===== config.mk =====
export PLATFORM = sky130hd
export DESIGN_NAME = bullet_hit_detector
export DESIGN_NICKNAME = d
export VERILOG_FILES = /design/src/rtl/bullet_hit_detector.sv
export SDC_FILE = /design/constraint.sdc
export NUM_CORES = 2
export LEC_CHECK = 0
export ABC_AREA = 1
export CORE_AREA = 2 2 503 505
export CTS_CLUSTER_DIAMETER = 40
export DETAILED_ROUTE_END_ITERATION = 10
export DIE_AREA = 0 0 505 507
export REMOVE_ABC_BUFFERS = 1
export SYNTH_ARGS = -nofsm -noshare
export SYNTH_HDL_FRONTEND = slang
export SYNTH_SLANG_ARGS = --single-unit

===== constraint.sdc =====
create_clock -name i_Clk -period 5.3 [get_ports i_Clk]
set_input_delay 1.06 -clock i_Clk [delete_from_list [all_inputs] [get_ports i_Clk]]
set_output_delay 1.06 -clock i_Clk [all_outputs]
set_load 0.03 [all_outputs]

===== src/rtl/bullet_hit_detector.sv =====
// Time-multiplexed collision scanner: player bullets vs enemies, then enemy bullets vs player.
// Optional macro BULLET_HIT_PLAYER_INVULN_EN removes the enemy-bullet scan and ties o_PlayerHit low.
module bullet_hit_detector #(
  parameter int MAX_ENEMY         = 15,
  parameter int MAX_ENEMY_BULLET  = 30,
  parameter int MAX_PLAYER_BULLET = 16,
  parameter int BULLET_W          = 6,
  parameter int BULLET_H          = 20,
  parameter int ENEMY_W           = 36,
  parameter int ENEMY_H           = 36,
  parameter int PLAYER_W          = 36,
  parameter int PLAYER_H          = 36,
  parameter int SCORE_PER_KILL    = 10
) (
  input  logic                            i_Clk,
  input  logic                            i_Rst,
  input  logic                            i_Start,
  input  logic [19*MAX_PLAYER_BULLET-1:0] i_PlayerBulletPos,
  input  logic [MAX_PLAYER_BULLET-1:0]    i_PlayerBulletValid,
  input  logic [19*MAX_ENEMY-1:0]         i_EnemyPos,
  input  logic [MAX_ENEMY-1:0]            i_EnemyAlive,
  input  logic [19*MAX_ENEMY_BULLET-1:0]  i_EnemyBulletPos,
  input  logic [MAX_ENEMY_BULLET-1:0]     i_EnemyBulletValid,
  input  logic [18:0]                     i_PlayerPos,
  output logic [MAX_ENEMY-1:0]            o_EnemyKill,
  output logic [MAX_PLAYER_BULLET-1:0]    o_PlayerBulletHit,
  output logic                            o_PlayerHit,
  output logic [11:0]                     o_Score,
  output logic                            o_Busy,
  output logic                            o_Done
);

  localparam int PB_W  = $clog2(MAX_PLAYER_BULLET);
  localparam int EN_W  = $clog2(MAX_ENEMY);
  localparam int CNT_W = $clog2(MAX_ENEMY + 1);
  localparam logic [PB_W-1:0] PB_LAST = PB_W'(MAX_PLAYER_BULLET - 1);
  localparam logic [EN_W-1:0] EN_LAST = EN_W'(MAX_ENEMY - 1);
  localparam logic [18:0]     NONE_POS = 19'h7FFFF;

`ifdef BULLET_HIT_PLAYER_INVULN_EN
  typedef enum logic [1:0] {IDLE, SCAN_PB, REPORT} state_t;
`else
  localparam int EB_W = $clog2(MAX_ENEMY_BULLET);
  localparam logic [EB_W-1:0] EB_LAST = EB_W'(MAX_ENEMY_BULLET - 1);
  typedef enum logic [1:0] {IDLE, SCAN_PB, SCAN_EB, REPORT} state_t;
`endif

  state_t r_State;

  logic [18:0]                  r_PbPos [MAX_PLAYER_BULLET];
  logic [MAX_PLAYER_BULLET-1:0] r_PbValid;
  logic [18:0]                  r_EnPos [MAX_ENEMY];
  logic [MAX_ENEMY-1:0]         r_EnAlive;
  logic [PB_W-1:0]              r_B;
  logic [EN_W-1:0]              r_E;
  logic [MAX_ENEMY-1:0]         r_KillMask;
  logic [MAX_PLAYER_BULLET-1:0] r_HitMask;

`ifndef BULLET_HIT_PLAYER_INVULN_EN
  logic [18:0]                  r_EbPos [MAX_ENEMY_BULLET];
  logic [MAX_ENEMY_BULLET-1:0]  r_EbValid;
  logic [18:0]                  r_PlayerPos;
  logic [EB_W-1:0]              r_K;
  logic                         r_PlayerHitFlag;
`endif

  // Strict box overlap on top-left corners; 11 bits leave headroom so x+w never wraps.
  function automatic logic fOverlap(input logic [18:0] a, input int aw, input int ah,
                                    input logic [18:0] b, input int bw, input int bh);
    logic [10:0] ax, ay, bx, by;
    ax = {1'b0, a[18:9]};
    ay = {2'b00, a[8:0]};
    bx = {1'b0, b[18:9]};
    by = {2'b00, b[8:0]};
    return (ax < bx + 11'(bw)) && (bx < ax + 11'(aw)) &&
           (ay < by + 11'(bh)) && (by < ay + 11'(ah));
  endfunction

  logic [18:0] w_PbPos;
  logic [18:0] w_EnPos;
  logic        w_PairQual;
  logic        w_PairHit;

  assign w_PbPos    = r_PbPos[r_B];
  assign w_EnPos    = r_EnPos[r_E];
  assign w_PairQual = r_PbValid[r_B] && (w_PbPos != NONE_POS) && !r_HitMask[r_B] &&
                      r_EnAlive[r_E] && !r_KillMask[r_E];
  assign w_PairHit  = w_PairQual &&
                      fOverlap(w_PbPos, BULLET_W, BULLET_H, w_EnPos, ENEMY_W, ENEMY_H);

`ifndef BULLET_HIT_PLAYER_INVULN_EN
  logic [18:0] w_EbPos;
  logic        w_EbHit;

  assign w_EbPos = r_EbPos[r_K];
  assign w_EbHit = r_EbValid[r_K] && (w_EbPos != NONE_POS) &&
                   fOverlap(w_EbPos, BULLET_W, BULLET_H, r_PlayerPos, PLAYER_W, PLAYER_H);
`else
  assign o_PlayerHit = 1'b0;
`endif

  logic [CNT_W-1:0] w_KillCount;
  logic [31:0]      w_ScoreSum;
  logic [11:0]      w_ScoreNext;

  always_comb begin
    w_KillCount = '0;
    for (int i = 0; i < MAX_ENEMY; i++) begin
      w_KillCount = w_KillCount + CNT_W'(r_KillMask[i]);
    end
  end

  assign w_ScoreSum  = 32'(o_Score) + 32'(w_KillCount) * 32'(SCORE_PER_KILL);
  assign w_ScoreNext = (w_ScoreSum > 32'd4095) ? 12'hFFF : w_ScoreSum[11:0];

  // Single FSM: snapshot on start, walk every (bullet, enemy) pair, then every enemy bullet.
  always_ff @(posedge i_Clk or negedge i_Rst) begin
    if (!i_Rst) begin
      r_State           <= IDLE;
      r_B               <= '0;
      r_E               <= '0;
      r_KillMask        <= '0;
      r_HitMask         <= '0;
      r_PbValid         <= '0;
      r_EnAlive         <= '0;
      o_EnemyKill       <= '0;
      o_PlayerBulletHit <= '0;
      o_Score           <= '0;
      o_Busy            <= 1'b0;
      o_Done            <= 1'b0;
      for (int i = 0; i < MAX_PLAYER_BULLET; i++) r_PbPos[i] <= '0;
      for (int i = 0; i < MAX_ENEMY; i++) r_EnPos[i] <= '0;
`ifndef BULLET_HIT_PLAYER_INVULN_EN
      r_K             <= '0;
      r_EbValid       <= '0;
      r_PlayerPos     <= '0;
      r_PlayerHitFlag <= 1'b0;
      o_PlayerHit     <= 1'b0;
      for (int i = 0; i < MAX_ENEMY_BULLET; i++) r_EbPos[i] <= '0;
`endif
    end else begin
      o_EnemyKill       <= '0;
      o_PlayerBulletHit <= '0;
      o_Done            <= 1'b0;
`ifndef BULLET_HIT_PLAYER_INVULN_EN
      o_PlayerHit       <= 1'b0;
`endif
      case (r_State)
        IDLE: begin
          if (i_Start) begin
            for (int i = 0; i < MAX_PLAYER_BULLET; i++) r_PbPos[i] <= i_PlayerBulletPos[i*19 +: 19];
            for (int i = 0; i < MAX_ENEMY; i++) r_EnPos[i] <= i_EnemyPos[i*19 +: 19];
            r_PbValid  <= i_PlayerBulletValid;
            r_EnAlive  <= i_EnemyAlive;
            r_KillMask <= '0;
            r_HitMask  <= '0;
            r_B        <= '0;
            r_E        <= '0;
`ifndef BULLET_HIT_PLAYER_INVULN_EN
            for (int i = 0; i < MAX_ENEMY_BULLET; i++) r_EbPos[i] <= i_EnemyBulletPos[i*19 +: 19];
            r_EbValid       <= i_EnemyBulletValid;
            r_PlayerPos     <= i_PlayerPos;
            r_PlayerHitFlag <= 1'b0;
            r_K             <= '0;
`endif
            o_Busy  <= 1'b1;
            r_State <= SCAN_PB;
          end
        end

        SCAN_PB: begin
          // Hit/kill flags gate later pairs, so the lowest index wins on both sides.
          if (w_PairHit) begin
            r_KillMask[r_E] <= 1'b1;
            r_HitMask[r_B]  <= 1'b1;
          end
          if (r_E == EN_LAST) begin
            r_E <= '0;
            if (r_B == PB_LAST) begin
              r_B <= '0;
`ifdef BULLET_HIT_PLAYER_INVULN_EN
              r_State <= REPORT;
`else
              r_State <= SCAN_EB;
`endif
            end else begin
              r_B <= r_B + 1'b1;
            end
          end else begin
            r_E <= r_E + 1'b1;
          end
        end

`ifndef BULLET_HIT_PLAYER_INVULN_EN
        SCAN_EB: begin
          if (w_EbHit) r_PlayerHitFlag <= 1'b1;
          if (r_K == EB_LAST) begin
            r_K     <= '0;
            r_State <= REPORT;
          end else begin
            r_K <= r_K + 1'b1;
          end
        end
`endif

        REPORT: begin
          o_EnemyKill       <= r_KillMask;
          o_PlayerBulletHit <= r_HitMask;
`ifndef BULLET_HIT_PLAYER_INVULN_EN
          o_PlayerHit       <= r_PlayerHitFlag;
`endif
          o_Done  <= 1'b1;
          o_Score <= w_ScoreNext;
          o_Busy  <= 1'b0;
          r_State <= IDLE;
        end

        default: r_State <= IDLE;
      endcase
    end
  end

endmodule


==> results.py <==
metrics = {
    "cts": {
        "clk-insertion-delay-late_ns": 0.95,
        "clk_root_buffer_cell": "sky130_fd_sc_hd__clkbuf_16",
        "number_of_levels_the_h_tree_was_split_into": 5,
        "cts-buffers-inserted": 277,
        "cts.path.max_buffers": 4,
        "cts_sinks": 1332,
        "worst_setup_hold_path_clk_slew_ns": 0.05,
        "hold_buffer_count_at_cts": 0,
        "tritoncts_clock_tree": "yes",
    },
    "worst_setup_path": {
        "required_time_worst_endpoint_ns": 6.10,
        "worst_path_largest_cell_delay_ns": 0.57,
        "critPathLaunchType": "register",
        "crit_fanout": 2,
        "r2r.worst_path.cells": 24,
        "setup.worst_path.end_class": "register",
        "r2r_start": "r_KillMask[9]",
        "critical_path.startpoint": "r_KillMask[9]",
        "crit_chain": "fa_1 -> inv_2 -> fa_1 -> fa_1 -> fa_1 -> fa_2 -> fa_2 -> inv_2 -> ha_4 -> xor2_1 -> inv_1 -> ha_4 -> ha_4 -> inv_2 -> o21bai_1 -> nand2_1 -> o21ai_2 -> inv_1 -> buf_4 -> buf_4 -> buf_4 -> o21ai_0 -> nand2_1 -> inv_1",
        "criticalPathCategory": "register to register",
        "cp_common_cell": "sky130_fd_sc_hd__fa_1",
        "critPathArrivalTime_ns": 6.36,
        "crit_path_top_delay_cell": "sky130_fd_sc_hd__fa_1",
    },
    "run": {
        "cap_viol_max_count": 0,
    },
    "power_and_ir_drop": {
        "p_sw_frac": 0.4065,
        "post-layout-total-power_mw": 57.35,
        "p_leak_nw": 45.34,
        "power.clock.fraction": 0.307,
        "share_seq_of_total_power": 0.308,
        "power.share.combinational": 0.386,
        "cell_internal_pwr_mw": 34.04,
        "p_switching_mw": 23.31,
        "pwr_density_cell_mw_per_mm2": 625.6,
        "power.ir.vdd_worst_mv": 0.3045,
    },
    "placed_design": {
        "placed_cells": 13120,
        "place.gp.congestion": 0.9059,
        "io_buffers": 1287,
        "dpl.hpwl_um": 212200,
    },
    "sta": {
        "min_period_over_period": 1.048,
        "achievable-frequency_mhz": 180.0,
        "timing.final.max_slew_violations": 0,
        "transition_time_of_the_tightest_slew_check_pin_ns": 1.090,
        "rsz0062_at_grt": "true",
        "skew_ns": 0.1016,
        "final-setup-viol-count": 12,
        "slew_headroom": 0.2731,
        "finalCriticalPeriod_ns": 5.554,
        "hold_violations": 0,
        "final.setup.worst_slack_ns": -0.2542,
    },
    "logic_synthesis": {
        "yosys_most_used_dff": "sky130_fd_sc_hd__dfrtp_1",
        "ys_seq_area_frac": 0.5122,
        "synth_top_area_cell": "sky130_fd_sc_hd__dfrtp_1",
        "postSynthAreaPerCell_um2": 7.401,
        "asyncSetResetFlopFracSynth": 1.000,
        "yosysWarningCount": 0,
        "synth.most_common_cell": "sky130_fd_sc_hd__nand2_1",
        "post_synth_most_frequent_cells": "sky130_fd_sc_hd__nand2_1 (4482), sky130_fd_sc_hd__dfrtp_1 (1332), sky130_fd_sc_hd__nor2_1 (731)",
        "netlist.area_leader.share": 0.5122,
        "synth-edff-count": 0,
        "ys_ff_latch": 1332,
        "post_synth_instance_area_mm2": 0.06507,
        "ys_types": 48,
        "top_area_cells_in_the_synthesized_netlist": "sky130_fd_sc_hd__dfrtp_1 (51%), sky130_fd_sc_hd__nand2_1 (26%), sky130_fd_sc_hd__nor2_1 (4.2%)",
        "mapped_cells": 8792,
    },
    "global_route": {
        "grt_pass1_wl_um": 420300,
        "grt_remaining_overflow": 0,
        "grt_start_max_net_pins": 239,
        "number_of_antenna_violations_at_the_first_check_in_global_routing": 72,
        "grt_total_usage": 0.2195,
        "first_global_vias": 63010,
    },
    "detailed_routing": {
        "finalWirelength_um": 289200,
        "post_drt_wl_per_cell_um": 21.17,
        "via_per_inst": 4.649,
        "drt_iter0_drc": 6007,
        "final_antenna_net_count": 0,
        "vias": 63530,
        "route.detailed.drc": 0,
        "firstDrtPassIters": 6,
    },
    "layout": {
        "fillerInstances": 26220,
        "syn_to_final_growth_pct": 40.89,
        "fraction_of_final_layout_cells_with_drive_strength_greater_than_1": 0.07409,
        "layoutNonFillerInstCount": 13670,
        "nNetsFinal": 11430,
    },
    "floorplan": {
        "start_util": 0.2598,
        "core_area_mm2": 0.2505,
        "ios": 1288,
        "die_height_um": 507,
        "design.die.area_mm2": 0.2560,
        "die_width_um": 505,
        "rows": 184,
    },
    "status": {
        "outcome": "complete, but fails checks",
        "violations_in_the_final_reports": "negative setup slack",
    },
    "min_path": {
        "timing.hold.worst.class": "input port to async pin",
    },
}
[worst max-delay path, delay by kind of cell (launching register included)]
kind	cells	cell delay [ns]
xor+xnor	1	0.13
simple gates	2	0.20
compound gates	3	0.48
flops	1	0.39
buf+inv	9	0.76
fa+ha+maj	9	3.52
[power by group through the flow]
stage | Combinational, mW | Sequential [mW] | Clock [mW]
after floorplan | 12.1 | 15.9 | 0
after global placement | 21.7 | 17.6 | 0
after detailed placement | 22.0 | 17.7 | 0
after CTS | 22.3 | 17.6 | 17.8
after global routing | 25.1 | 18.1 | 18.3
final | 22.1 | 17.7 | 17.6
[sequential cells by signal (all words and copies together) (netlist names)]
name / count
r_PbPos: 304
o_PlayerHit: 1
o_EnemyKill: 15
r_E: 4
r_EbPos: 570
r_EbValid: 30
r_PbValid: 16
r_PlayerPos: 19
r_K: 5
r_EnPos: 285
r_PlayerHitFlag: 1
r_EnAlive: 15
o_Busy: 1
r_HitMask: 16
o_PlayerBulletHit: 16
o_Score: 12
r_State: 2
r_KillMask: 15
r_B: 4
o_Done: 1
[worst paths after layout]
kind,to,slack (ns)
worst min-delay path,r_EbPos[531],0.08
max in group asynchronous,r_EbPos[528],3.79
min in group i_Clk,r_EbPos[90],0.47
worst max-delay path,o_Score[8],-0.25
worst min register to register,r_EbPos[90],0.47
worst max register to register,o_Score[8],-0.25
[through the flow]
stage	hold WS, ns	util	TNS, ns	worst slack [ns]	cell area [um2]
2_1_floorplan	0.4361	-	-	-71.08	62850
3_3_place_gp	0.4559	0.3272	-7.443	-0.7850	81950
3_5_place_dp	0.4600	0.3272	-7.515	-0.7987	81950
4_1_cts	0.06133	0.3653	-3.941	-0.4433	91510
5_1_grt	0.06687	0.3659	-5.171	-0.4769	91660
6_report	0.07847	0.3660	-2.462	-0.2542	91680
[cell type report]
| cell class | instances | area [um2] | area share |
|---|---|---|---|
| inverters | 354 | 1354 | 0.01477 |
| well taps | 3348 | 4189 | 0.04569 |
| flip-flops and latches | 1332 | 33350 | 0.3638 |
| clock inverters | 147 | 1877 | 0.02047 |
| diodes | 46 | 115.1 | 0.001256 |
| multi-input cells | 6596 | 28390 | 0.3097 |
| repair buffers | 1511 | 14990 | 0.1635 |
| clock buffers | 331 | 7407 | 0.08079 |
[routing by layer]
| layer | wire length [um] | share of wire | vias up | track usage |
|---|---|---|---|---|
| met5 | 161 | 0.00056 | - | 0 |
| met4 | 15290 | 0.053 | 24 | 0.1186 |
| met3 | 20080 | 0.069 | 563 | 0.04319 |
| met2 | 137100 | 0.47 | 2620 | 0.3583 |
| met1 | 116600 | 0.40 | 30270 | 0.2729 |
| li1 | - | - | 30050 | - |
[layout by cell type, fill, tap and decap left out, types with 35 or more instances in the layout]
cell type                         instances
sky130_fd_sc_hd__a21oi_1                153
sky130_fd_sc_hd__clkinv_2                35
sky130_fd_sc_hd__inv_1                  330
sky130_fd_sc_hd__a22oi_1                 56
sky130_fd_sc_hd__ha_1                    94
sky130_fd_sc_hd__nand3_1                208
sky130_fd_sc_hd__clkdlybuf4s50_1       1286
sky130_fd_sc_hd__buf_4                  189
sky130_fd_sc_hd__o22ai_1                 40
sky130_fd_sc_hd__nor2_1                 722
sky130_fd_sc_hd__o211ai_1                51
sky130_fd_sc_hd__o21ai_1                 38
sky130_fd_sc_hd__clkbuf_16              279
sky130_fd_sc_hd__dfrtp_1               1326
sky130_fd_sc_hd__o21ai_0                540
sky130_fd_sc_hd__diode_2                 46
sky130_fd_sc_hd__nand2_1               4479
sky130_fd_sc_hd__xor2_1                  42
[timing repair]
item	in CTS	in global routing
resized for setup	38	9
cloned	0	0
pin swaps	31	13
setup endpoints to repair	12	12
setup buffers	19	3
[cell families after synthesis]
kind of cell,after synthesis,synth area share
multiplexers,1,0.0001538
XOR/XNOR,55,0.007403
buffers and inverters,864,0.05465
AO/OA/AOI/OAI,917,0.07685
adder cells (fa/ha/maj),112,0.02280
flip-flops,1332,0.5122
AND/OR/NAND/NOR,5511,0.3259
(Power assumes the default switching activity.)
